===== src/rtl/sound_pkg.sv =====
// Shared audio definitions: recorder state encoding, sample/word widths and the
// pair-packing helper that the playback path unpacks from the same layout.
package sound_pkg;

  localparam int SAMPLE_W = 16;
  localparam int WORD_W   = 32;

  typedef enum logic [2:0] {
    REC_IDLE,
    REC_WAIT_READY,
    REC_WAIT_POP,
    REC_WRITE_MEM,
    REC_DONE
  } rec_state_t;

  // The first sample of a pair goes in the low half, the second in the high half.
  function automatic logic [WORD_W-1:0] pack_pair(input logic [SAMPLE_W-1:0] first,
                                                  input logic [SAMPLE_W-1:0] second);
    return {second, first};
  endfunction

  function automatic logic [SAMPLE_W-1:0] unpack_sample(input logic [WORD_W-1:0] word,
                                                        input logic              hi);
    return hi ? word[WORD_W-1:SAMPLE_W] : word[SAMPLE_W-1:0];
  endfunction

endpackage


===== src/rtl/sample_recorder_if.sv =====
// Audio-core ADC pop handshake plus Avalon-MM write master signals used by the
// sample recorder; master = recorder side, slave = audio core / memory side.
interface sample_recorder_if
  import sound_pkg::*;
#(
  parameter int ADDR_W = 23
);
  logic                       read_ready;
  logic signed [SAMPLE_W-1:0] readdata_left;
  logic signed [SAMPLE_W-1:0] readdata_right;
  logic                       read_s;
  logic                       mem_write;
  logic [ADDR_W-1:0]          mem_address;
  logic [WORD_W-1:0]          mem_writedata;
  logic [3:0]                 mem_byteenable;
  logic                       mem_waitrequest;

  modport master (
    input  read_ready, readdata_left, readdata_right, mem_waitrequest,
    output read_s, mem_write, mem_address, mem_writedata, mem_byteenable
  );

  modport slave (
    output read_ready, readdata_left, readdata_right, mem_waitrequest,
    input  read_s, mem_write, mem_address, mem_writedata, mem_byteenable
  );
endinterface


===== src/rtl/sample_packer.sv =====
// Sample selection and 32-bit pair assembly for the recorder. With
// SAMPLE_RECORDER_STEREO_AVG_EN defined the stored sample is the floor average of both channels.
module sample_packer
  import sound_pkg::*;
(
  input  logic                       clk,
  input  logic                       resetb,
  input  logic                       clear,
  input  logic                       load,
  input  logic                       advance,
  input  logic signed [SAMPLE_W-1:0] left,
  input  logic signed [SAMPLE_W-1:0] right,
  output logic                       half,
  output logic [WORD_W-1:0]          word
);

  // 17-bit sum dropped by one bit is an arithmetic shift, i.e. rounding toward -inf.
  function automatic logic signed [SAMPLE_W-1:0] avg2(input logic signed [SAMPLE_W-1:0] a,
                                                      input logic signed [SAMPLE_W-1:0] b);
    logic signed [SAMPLE_W:0] sum;
    sum = {a[SAMPLE_W-1], a} + {b[SAMPLE_W-1], b};
    return sum[SAMPLE_W:1];
  endfunction

  logic signed [SAMPLE_W-1:0] sel;

`ifdef SAMPLE_RECORDER_STEREO_AVG_EN
  assign sel = avg2(left, right);
`else
  logic unused_right;
  assign unused_right = ^right;
  assign sel = left;
`endif

  always_ff @(posedge clk or negedge resetb) begin
    if (!resetb) begin
      half <= 1'b0;
      word <= '0;
    end else if (clear) begin
      half <= 1'b0;
    end else begin
      if (load) begin
        if (!half) word[SAMPLE_W-1:0] <= sel;
        else       word <= pack_pair(word[SAMPLE_W-1:0], sel);
      end
      if (advance) half <= ~half;
    end
  end

endmodule


===== src/rtl/sample_recorder.sv =====
// Records ADC samples: pops pairs from the audio core, packs them and writes them
// sequentially to an Avalon-MM slave. Optional SAMPLE_RECORDER_STEREO_AVG_EN averages channels.
module sample_recorder
  import sound_pkg::*;
#(
  parameter int ADDR_W    = 23,
  parameter int BASE_ADDR = 0,
  parameter int NUM_WORDS = 1048576
)(
  input  logic              clk,
  input  logic              resetb,
  input  logic              start,
  sample_recorder_if.master bus,
  output logic              busy,
  output logic              done,
  output logic [ADDR_W:0]   word_count
);

  localparam logic [ADDR_W-1:0] BASE_A = ADDR_W'(BASE_ADDR);
  localparam logic [ADDR_W:0]   LAST_W = (ADDR_W+1)'(NUM_WORDS);

  rec_state_t        state;
  logic              read_s;
  logic              mem_write;
  logic [ADDR_W-1:0] mem_address;
  logic              half;
  logic [ADDR_W:0]   wc_next;
  logic              pk_clear;
  logic              pk_load;
  logic              pk_advance;

  assign pk_clear   = (state == REC_IDLE) && start;
  assign pk_load    = (state == REC_WAIT_READY) && bus.read_ready;
  assign pk_advance = (state == REC_WAIT_POP) && !bus.read_ready;
  assign wc_next    = word_count + (ADDR_W+1)'(1);

  sample_packer u_packer (
    .clk     (clk),
    .resetb  (resetb),
    .clear   (pk_clear),
    .load    (pk_load),
    .advance (pk_advance),
    .left    (bus.readdata_left),
    .right   (bus.readdata_right),
    .half    (half),
    .word    (bus.mem_writedata)
  );

  assign bus.read_s         = read_s;
  assign bus.mem_write      = mem_write;
  assign bus.mem_address    = mem_address;
  assign bus.mem_byteenable = 4'b1111;

  // half is read before the packer toggles it on the same edge.
  always_ff @(posedge clk or negedge resetb) begin
    if (!resetb) begin
      state       <= REC_IDLE;
      read_s      <= 1'b0;
      mem_write   <= 1'b0;
      mem_address <= '0;
      busy        <= 1'b0;
      done        <= 1'b0;
      word_count  <= '0;
    end else begin
      done <= 1'b0;
      case (state)
        REC_IDLE: begin
          if (start) begin
            word_count  <= '0;
            mem_address <= BASE_A;
            busy        <= 1'b1;
            state       <= REC_WAIT_READY;
          end
        end
        REC_WAIT_READY: begin
          if (bus.read_ready) begin
            read_s <= 1'b1;
            state  <= REC_WAIT_POP;
          end
        end
        REC_WAIT_POP: begin
          if (!bus.read_ready) begin
            read_s <= 1'b0;
            if (half) begin
              mem_write <= 1'b1;
              state     <= REC_WRITE_MEM;
            end else begin
              state <= REC_WAIT_READY;
            end
          end
        end
        REC_WRITE_MEM: begin
          if (!bus.mem_waitrequest) begin
            mem_write   <= 1'b0;
            mem_address <= mem_address + ADDR_W'(1);
            word_count  <= wc_next;
            if (wc_next == LAST_W) begin
              done  <= 1'b1;
              state <= REC_DONE;
            end else begin
              state <= REC_WAIT_READY;
            end
          end
        end
        REC_DONE: begin
          busy  <= 1'b0;
          state <= REC_IDLE;
        end
        default: state <= REC_IDLE;
      endcase
    end
  end

endmodule


===== src/flat_wrapper.sv =====
// flat-port wrapper written by rule: the top's interface ports become plain ports
module sample_recorder_flat import sound_pkg::*;
#(
  parameter int ADDR_W    = 23,
  parameter int BASE_ADDR = 0,
  parameter int NUM_WORDS = 1048576
)
  (clk, resetb, start, busy, done, word_count, bus_read_ready, bus_readdata_left, bus_readdata_right, bus_mem_waitrequest, bus_read_s, bus_mem_write, bus_mem_address, bus_mem_writedata, bus_mem_byteenable);
  sample_recorder_if #(.ADDR_W(ADDR_W)) bus_i ();
  input  logic clk;
  input  logic resetb;
  input  logic start;
  output logic busy;
  output logic done;
  output logic [ADDR_W:0] word_count;
  input wire logic [$bits(bus_i.read_ready)-1:0] bus_read_ready;
  input wire logic [$bits(bus_i.readdata_left)-1:0] bus_readdata_left;
  input wire logic [$bits(bus_i.readdata_right)-1:0] bus_readdata_right;
  input wire logic [$bits(bus_i.mem_waitrequest)-1:0] bus_mem_waitrequest;
  output wire logic [$bits(bus_i.read_s)-1:0] bus_read_s;
  output wire logic [$bits(bus_i.mem_write)-1:0] bus_mem_write;
  output wire logic [$bits(bus_i.mem_address)-1:0] bus_mem_address;
  output wire logic [$bits(bus_i.mem_writedata)-1:0] bus_mem_writedata;
  output wire logic [$bits(bus_i.mem_byteenable)-1:0] bus_mem_byteenable;
  assign bus_i.read_ready = bus_read_ready;
  assign bus_i.readdata_left = bus_readdata_left;
  assign bus_i.readdata_right = bus_readdata_right;
  assign bus_i.mem_waitrequest = bus_mem_waitrequest;
  assign bus_read_s = bus_i.read_s;
  assign bus_mem_write = bus_i.mem_write;
  assign bus_mem_address = bus_i.mem_address;
  assign bus_mem_writedata = bus_i.mem_writedata;
  assign bus_mem_byteenable = bus_i.mem_byteenable;
  sample_recorder #(.ADDR_W(ADDR_W), .BASE_ADDR(BASE_ADDR), .NUM_WORDS(NUM_WORDS)) u_core (.clk(clk), .resetb(resetb), .start(start), .bus(bus_i), .busy(busy), .done(done), .word_count(word_count));
endmodule

===== config.mk =====
export PLATFORM = sky130hd
export DESIGN_NAME = sample_recorder_flat
export DESIGN_NICKNAME = d
export VERILOG_FILES = /design/src/rtl/sound_pkg.sv /design/src/rtl/sample_recorder_if.sv /design/src/rtl/sample_packer.sv /design/src/rtl/sample_recorder.sv /design/src/flat_wrapper.sv
export SDC_FILE = /design/constraint.sdc
export NUM_CORES = 1
export LEC_CHECK = 0
export ABC_AREA = 1
export ABC_CLOCK_PERIOD_IN_PS = 3510
export BUFFER_PORTS_ARGS = -buffer_cell sky130_fd_sc_hd__buf_2
export CAP_MARGIN = 20
export CORE_MARGIN = 10
export CORE_UTILIZATION = 40
export DETAILED_ROUTE_END_ITERATION = 7
export PLACE_DENSITY_LB_ADDON = 0.15
export SYNTH_ARGS = -nofsm -noshare
export SYNTH_HDL_FRONTEND = slang
export SYNTH_HIERARCHICAL = 1
export SYNTH_SLANG_ARGS = --single-unit

===== constraint.sdc =====
create_clock -name clk -period 3.51 [get_ports clk]
set_clock_uncertainty 0.15 [all_clocks]
set_input_delay 0.702 -clock clk [delete_from_list [all_inputs] [get_ports clk]]
set_output_delay 0.702 -clock clk [all_outputs]
set_load 0.03 [all_outputs]

Yosys cells after proc, flatten, opt, wreduce, memory -nomap -nowiden:

Index checks and enable logic that the tools add are counted.

* word-level logic and storage cells: 68
* ROM bits: 0
* memory bits (writable): 0
* memories: 0
* register bits: 87
* input port bits: 37
* latch bits: 0

* multiplexer cells: 27
* bitwise operators: 2
* shift operators: 0
* divide/modulo/power cells: 0
* equal/unequal tests: 10
* $add $sub $neg: 2
* reductions and logical operators: 17
* order comparisons: 0
* multiply operators: 0

Operators with widths (number)
* $mux 24: 2
* $pmux 24 s2: 1
* $mux 23: 2
* $pmux 23 s2: 1
* $add 24x1->24 const B: 1
* $eq 24x21->1 const B: 1
* $add 23x1->23 const B: 1
* $mux 3: 5
* $pmux 3 s4: 1
* $reduce_and 3->1: 4
* $mux 1: 11
* $ne 2x2->1 const B: 5
* $reduce_bool 2->1: 5
* $reduce_and 4->1: 2
* $eq 3x2->1 const B: 2
* $pmux 1 s2: 3
* $eq 3x1->1 const B: 1
* $eq 3x3->1 const B: 1
* $logic_and 1x1->1: 3
* $logic_not 3->1: 1
* $mux 2: 1
* $not 1->1: 2
* $reduce_and 2->1: 1
* $logic_not 1->1: 1

Logic depth before layout (Yosys ltp):

Gate-level depths: netlist of run 1.

* depth in word-level cells: 5
* depth in mapped cells: 13

By module:

Netlist of run 1, hierarchy kept.

By module, submodules not included
* sample_recorder: area an instance 3264.4 um2, cells an instance 467, instances 1
* sample_packer: area an instance 1386.3 um2, cells an instance 146, instances 1

Worst setup path before layout of run 1:

Ideal clock, no wire load.

* path kind: reg2reg
* start: reg u_core.word_count[0]
* end: reg u_core.state[0]
* setup time: 124 ps
* setup slack: 1370 ps
* stages on the path, launching flop included: 13
* required time: 3236 ps
* arrival: 1866 ps
* period minus slack after synthesis: 2140 ps
* buffers on the path: 0
* cells stage by stage: dfrtp_1 ha_1 nand2_2 nor2_4 nand2_1 nor2_2 nand2_1 nand2_1 nand2_1 nor2_1 nand3_1 o21bai_1 a21oi_1

* word-level cells in the longest chain between the ends: 5

Ends and longest elaborated chain
* from (decl): RTL line sample_recorder.sv:16 `output logic [ADDR_W:0] word_count`
* from (signal assigned): RTL line sample_recorder.sv:96 `word_count <= wc_next;`
* $add 24x1->24: RTL line sample_recorder.sv:35 `assign wc_next = word_count + (ADDR_W+1)'(1);`
* $eq 24x21->1: RTL line sample_recorder.sv:97 `if (wc_next == LAST_W) begin`
* $mux 3: RTL line sample_recorder.sv:97
* $mux 3: RTL line sample_recorder.sv:93 `if (!bus.mem_waitrequest) begin`
* $pmux 3 s4: RTL line sample_recorder.sv:66 `case (state)`
* to (signal assigned): RTL line sample_recorder.sv:72 `state <= REC_WAIT_READY;`
* to (signal assigned): RTL line sample_recorder.sv:99 `state <= REC_DONE;`
* to (signal assigned): RTL line sample_recorder.sv:101 `state <= REC_WAIT_READY;`
* to (decl): RTL line sample_recorder.sv:22 `rec_state_t state;`

No other way between the ends. The select of a mux whose other input is x is not followed.
A chain may end at the register's enable or synchronous reset.

Worst setup path in the final report of run 1:

* start: reg u_core.word_count[0]
* end: reg u_core.state[2]

Same word-level chain as after synthesis.

==> results of run 1 <==
## worst max-delay path by stage
stage                                 endpoint  slack, ns  depth (start not counted)
detailed placement  u_core/bus.mem_address[19]       1.15                         11
CTS                            u_core/state[2]       1.22                         11
global placement          u_core/word_count[5]       1.17                          6
global route        u_core/bus.mem_address[19]       1.00                         11
finish                         u_core/state[2]       1.23                         11
floorplan                      u_core/state[0]       1.37                         12
## cell type report
cell class	count	area share [%]
inverter	72	4.84
tap	143	3.19
multi-input combinational	438	37.2
timing repair buffer	107	10.0
clock inverter	4	1.38
clock buffer	12	4.57
sequential	87	38.8
## worst max-delay path, stage by stage, from the launching register on
cell and delay, ns:
dfrtp_1 0.46, ha_1 0.25, nand2_2 0.10, nor2_4 0.19, nand2_2 0.09, nor2_2 0.19
nand2_1 0.07, nand2_1 0.06, nand2_1 0.06, nor2_1 0.12, nand3_1 0.15, nor4_1 0.28
## cells by family after synthesis
family,after synthesis
adder cells (fa/ha/maj),2
AND/OR/NAND/NOR,365
XOR/XNOR,3
buffers and inverters,91
flip-flops,87
AO/OA/AOI/OAI,64
other,1
## power by group through the flow
stage	Clock, mW	Combinational, mW	Sequential [mW]
after floorplan	0	0.659	1.85
after global placement	0	1.46	1.45
after detailed placement	0	1.48	1.46
after CTS	1.10	1.48	1.45
after global routing	1.14	1.61	1.48
final	1.07	1.46	1.44
## flip-flops by register name, summed over array words and instances, names as in the netlist
name	flops
u_core/u_packer/word	32
u_core/word_count	24
u_core/bus.mem_address	23
u_core/state	3
u_core/bus.mem_write	1
u_core/bus.read_s	1
u_core/busy	1
u_core/done	1
u_core/u_packer/half	1
## through the flow
step                power (mW)  instance area [um2]
finish                    3.97                 5610
global route              4.22                 5610
CTS                       4.03                 5610
detailed placement        2.94                 5270
global placement          2.91                 5270
floorplan                 2.51                 4660
## cell usage after synthesis, types with 4 or more instances
cell type	instances	area [um2]
a21oi_1	15	75.1
o21ai_0	31	155
nand2_2	5	31.3
buf_4	5	37.5
clkbuf_1	4	15.0
nor2_2	5	31.3
nand4_1	23	144
nor4_1	5	31.3
nor2_4	7	78.8
dfrtp_1	87	2180
buf_2	6	30.0
nand3_1	41	205
nand2_1	197	739
nor3_1	14	70.1
o22ai_1	7	43.8
nor2_1	57	214
inv_1	68	255
## per-layer routing
metal | wire length [um] | part of all wire (%) | GRT usage (%)
met3 | 760 | 6.0 | 4.05
met1 | 5840 | 46 | 20.0
met4 | 128 | 1.0 | 4.83
met2 | 5940 | 47 | 24.9
met5 | 0 | 0 | 0
==> results summary, run 1 <==
Setup repair after global routing left no endpoint under its margin. The layout filler cell count came out at 1157. The critical path arrival is 2.36 ns. The initial antenna violation count was 0.

The wire length after detailed routing came out at 12.7 mm. The final setup violation count is 0. The number of distinct standard cells referenced by the synthesized netlist is 40.

The sum of net half-perimeters after detailed placement is ~9.4 mm. The residual DRC count is 0. The post-synthesis share of cell area spent on full adders, half adders and majority gates is 0.538%.

After synthesis, the largest family of logic cells by area is simple AND/OR/NAND/NOR gates. The post-detailed-route count of antenna-violating nets came out at 0. The part of the power in registers is 36.3%. The synthesized netlist devotes 7.59% of its cell area to compound gates. The run finished with clean final reports. The site row count is 39. The starting utilization of the core area came out at about two fifths.

The min-delay analysis places its worst path in the category input pin to async pin. Measured along the y axis, the die boundary spans 128 um. The synthesized cell area is 4650 um2.

Net switching is 42.6% of the power. The number of pins exceeding their max-slew limit in the final report is 0. The final worst slack is 1.23 ns.

The count of clock tree sinks is 87. Summing all flip-flop and latch instances after layout gives 2180 um2. The net switching power figure is 1.69 mW.

The maximum frequency from static timing analysis came out at ~440 MHz. The number of resized instances in the post-cts repair step came out at 0. The detailed-router iteration count before antenna repair is 5.

In this run the count of I/O pins placed on the die edge is 124. The pin count of the biggest net entering global routing is 52. The number of cells in the design after placement came out at between 800 and 900.

For this run the aggregate overflow at the end of global routing stands at 0. The number of design-rule violations left by the first detailed-router iteration came out at about 260. The clock network is responsible for 27.0% of the overall power. The worst register-to-register path ends at u_core/state[2]. Leaving out fill and tap cells, the most frequent cell in the layout is nand2_1. The first global-routing pass estimated 21.0 mm of wire. After synthesis the netlist holds a flip-flop and latch count of 87. For this run, the number of standard cells in the final layout without fillers is between 800 and 900. Routability-driven placement finished with a final weighted congestion of between 0.8 and 0.9. The width of the die is 128 um. The simple logic cell fraction of the synthesized area is 35.8%. The final-stage net count is 754. The total of hold buffers inserted after clock tree synthesis came out at 0. The post-CTS setup buffer count came out at 0. For this block, the via count after detailed routing is 4338. The worst register-to-register path begins at u_core/word_count[0]. The worst setup path is of the flop to flop kind. The share of layout cells above drive strength 1 is 20.8%.

The synthesis warning total is 6. The number of enable-type register cells in the synthesized netlist is 0. The cell count after synthesis came out at 613. The via count of the first global-routing pass is 4271.

The leakage power of the design came out at around 2.8 nW. Data on the critical path is required at its endpoint by 3.59 ns. For the pin with the worst max-slew slack, the measured transition is 0.893 ns. In the routed layout, each cell is associated on average with a via count of 5.03. For the worst-skew pair, the clock arrives at the later sink with an insertion delay of around 0.34 ns. TritonCTS built the clock tree. The deepest level of the CTS H-tree came out at 3. The critical path starts at u_core/word_count[0].

The routed wirelength normalized by instance count came out at 14.7 um. Averaged over all synthesized cells, the footprint is 7.59 um2. Of the post-synthesis cell area, the part taken by muxes is 0%. The async set or reset register ratio after synthesis is 100%. The combinational share of power came out at 36.7%.

After clock tree synthesis, the clock-pin slew on the worst setup and hold paths is 0.06 ns. Power spread over the standard cell area amounts to 709 nW/um2. The number of buffers on the longest clock path is 2. For this run, the total global-route usage over all layers was measured as 15.5%. The number of cells traversed by the worst register-to-register path is 11. The number of max-cap violations came out at 0. The post-route worst hold slack came out at ~0.17 ns. The multi-input gate area in the final layout came out at 2080 um2. The final count of hold timing violations was 0. The worst voltage drop across the vdd grid is 516 uV. The smallest clock period supported by the final layout is computed as 2.28 ns. The sort of element at the end of the critical path is a flop.

Counting the buffers created by CTS gives 9. Dividing the final minimum period by the clock period gives 65.0%. Leaving out fill and tap cells, the most frequent cells in the layout are nand2_1 (197), buf_2 (102), dfrtp_1 (87). The remaining max-slew budget at the tightest pin came out at 40.5%.

The flop-to-flop setup slack is around 1.2 ns. From synthesis to final layout, the design area changed by 20.6%. The peak fanout along the critical path is 8. The cell sitting at the root of the clock tree is a clkbuf_16. The total of buffers placed on input and output ports came out at just over 100. The xor/xnor share of the synthesized area is less than 1%.

The kind of start point of the critical path is a flop. For this run, the leading register cell type out of synthesis is dfrtp_1. The antenna diode count came out at 0. The minimum setup slack after placement came out at 1.15 ns.

The internal portion of the total power is 2.28 mW. The floorplan step defined a core boundary enclosing 11400 um2. The die covers 16300 um2. The final total negative setup slack is 0 ns. The sequential area share after synthesis is about 47%. The post-layout utilization of the core came out at 49.1%.
No activity file was read; power rests on OpenSTA's default activity.
==> run 2, diff against run 1 <==
ABC_CLOCK_PERIOD_IN_PS = 2200   (was 3510)
clock period = 2.2 ns   (was 3.51 ns; I/O delays follow)
==> run 2 against run 1 <==
Compared with the run above: final cell count is 1.5% higher; setup slack worse by 1.1 ns; final area grew 2.8%; die area did not move; critical path type unchanged; largest cell class unchanged; largest power group unchanged; highest routed layer is now met5.
==> results summary, run 2 (synthesis gave the netlist of run 1 again) <==
The worst voltage drop across the vdd grid is 743 uV (+44%). The insertion delay of the later-clocked pin in the worst-skew pair came out at 0.35 ns (about the same). Setup repair after global routing could not meet its margin everywhere. The width of the die came out at 128 um (unchanged). The slowest stage of the critical path is the dfrtp_1 cell. The placed instance area came out at 5360 um2 (+1.6%). The detailed-router iteration count before antenna repair came to 5 (unchanged). The total grt overflow is 0 (unchanged). The final setup violation count came out at 0 (unchanged). The total clock buffers created by CTS is 9 (unchanged). The number of pins exceeding their max-slew limit in the final report was 0 (unchanged).

The critical path is of the flop to flop type. The final-stage net count was 767 (+1.7%). Traced cell by cell, the critical path runs through ha_2 -> nand2_4 -> nor2_4 -> nand2_2 -> nor2_4 -> nand2_1 -> nand2_1 -> nand2_1 -> nor2_1 -> nand3_2 -> o21bai_1 -> a21oi_1. The total of buffers placed on input and output ports is 103 (unchanged). The number of cells in the design after placement is 858 (+1.3%).

The site row count is 39 (unchanged). The initial antenna violation count is 1 (+1). The global router's overall resource usage is 15.8% (+0.31 points). The final total negative setup slack came out at 0 ns (unchanged). The area enclosed by the die boundary came out at 16300 um2 (unchanged).

The clock-pin slew reported for the worst setup and hold paths after clock tree synthesis is 0.07 ns (about the same). The total number of vias is 4462 (+2.9%). The antenna diode count is 0 (unchanged). The peak fanout along the critical path is 7 (-1). The final critical-path share of the clock period came out at 93.6% (+29 points). The final count of hold timing violations is 0 (unchanged). TritonCTS built the clock tree.

The multi-input gate area in the final layout came to 2140 um2 (+2.8%). The post-route minimum period came to 2.06 ns (-0.224 ns). The wire length of the first global-routing pass is 21.3 mm (+1.4%). The buffer and inverter count on the worst path is 0 (unchanged). Leaving out fill and tap cells, the most frequent cells in the layout are nand2_1 (194), buf_2 (102), dfrtp_1 (87). STA classifies the critical path endpoint as a flop. The minimum setup slack after placement is 0.0853 ns (-1.06 ns). The critical path arrival is 2.15 ns (-0.21 ns). The post-detailed-route count of antenna-violating nets is 0 (unchanged).

The count of clock tree sinks is 87 (unchanged). The last weighted congestion value of the routability-driven placer is 0.862 (+1.7%). The area growth from synthesis to layout is 24.0%.

The final worst slack is 0.142 ns (-1.09 ns). On the critical path the largest part of the delay comes from simple AND/OR/NAND/NOR gates. The sum of net half-perimeters after detailed placement came to 9.72 mm (+3.4%). The worst setup path is launched from a flop. The deepest level of the CTS H-tree is 3 (unchanged). The number of max-cap violations is 0 (unchanged). The delay of the slowest cell on the worst path came to 0.36 ns (-0.10 ns).

The starting utilization of the core area is 40.7% (unchanged). The worst hold path class is input pin to flop. The cell type with the highest occurrence count on the critical path is nand2_1.

The pin count of the biggest net entering global routing was 38 (-27%). The cell sitting at the root of the clock tree is a clkbuf_16. The library cell used most frequently in the layout, excluding fill and tap cells, is nand2_1.

The maximum frequency from static timing analysis came to 486 MHz (+11%). The largest registers in the layout are u_core/u_packer/word: 32 flops, u_core/word_count: 24 flops, u_core/bus.mem_address: 23 flops. The number of flip-flops in the largest register came to 32 (unchanged). The routed wirelength normalized by instance count is 14.9 um (+1.8%). The number of design-rule violations left by the first detailed-router iteration is 363 (+39%). The number of buffers on the longest clock path is 2 (unchanged). The required arrival time at the worst endpoint came to 2.29 ns (-1.30 ns). The residual DRC count is 0 (unchanged). The share of layout cells above drive strength 1 is 23.5% (+2.6 points).

The via density per instance is 5.09 (+1.3%). The area taken by flip-flops and latches came out at 2180 um2 (unchanged). The wire length after detailed routing is 13.1 mm (+3.4%). The final cell area excluding filler cells is 5770 um2 (+2.8%). The leakage power of the design is 2.92 nW (+2.8%). The flow ran to the end, and the final reports show no timing, DRC or antenna violations. The area of the core was 11400 um2 (unchanged). The final cell count without fillers came to 876 (+1.5%). The ratio of total power to cell area came to 1130 nW/um2 (+60%). The via count of the first global-routing pass came out at 4391 (+2.8%). The post-layout utilization of the core was 50.5% (+1.4 points).

The count of boundary I/O pins is 124 (unchanged). More flip-flops sit in one register than any other, and that register is u_core/u_packer/word. The die boundary height was 128 um (unchanged).

The layout filler cell count is 1127 (-2.6%).
-- run 2: layout make-up --
class	count	area share [%]
clock inverter	4	1.35
inverter	72	4.71
timing repair buffer	120	11.5
multi-input combinational	438	37.2
sequential	87	37.8
clock buffer	12	4.45
tap	143	3.10
-- run 2: through the flow --
| stage | total power [mW] | hold slack (ns) |
|---|---|---|
| 6_report | 6.53 | 0.192 |
| 5_1_grt | 6.95 | 0.191 |
| 4_1_cts | 6.58 | 0.181 |
| 3_5_place_dp | 4.85 | 0.223 |
| 3_3_place_gp | 4.78 | 0.215 |
| 2_1_floorplan | 4.00 | -0.00559 |
-- run 2: timing repair --
| action | CTS | global route |
|---|---|---|
| hold buffers | 1 | 0 |
| buffers inserted | 0 | 1 |
| gates resized for setup | 0 | 15 |
| hold endpoints to repair | 20 | 0 |
| endpoints found under the setup margin | 0 | 6 |
-- run 2: power by group --
group / internal (mW) / leakage [nW] / switching, mW / total, mW
Combinational: 0.733 / 1.61 / 1.84 / 2.57
Clock: 1.06 / 0.163 / 0.644 / 1.71
Sequential: 1.98 / 1.15 / 0.272 / 2.25
-- run 2: per-layer routing --
metal  vias up  wire length (um)  global-route usage, %  part of all wire (%)
li1       2202                 -                      -                     -
met1      2119              5820                   19.7                    44
met2       124              6180                   25.4                    47
met3        15               891                   4.59                   6.8
met4         2               189                   5.89                   1.4
met5         -                 7                      0                 0.053
-- run 2: final timing paths --
check / end / depth (start not counted) / from / slack [ns]
worst max-delay path: u_core/state[0] / 12 / u_core/word_count[1] / 0.14
worst min-delay path: u_core/u_packer/word[5] / 3 / bus_readdata_left[5] / 0.19
worst max register to register: u_core/state[0] / 12 / u_core/word_count[1] / 0.14
worst min register to register: u_core/u_packer/word[1] / 2 / u_core/u_packer/word[1] / 0.32
max in group asynchronous: u_core/bus.mem_address[2] / 3 / resetb / 0.96
min in group asynchronous: u_core/word_count[6] / 2 / resetb / 0.39
-- run 2: tightest hold or removal path, stage by stage --
cell and delay (ns):
buf_2 0.09, nand3_1 0.07, nand2_1 0.06
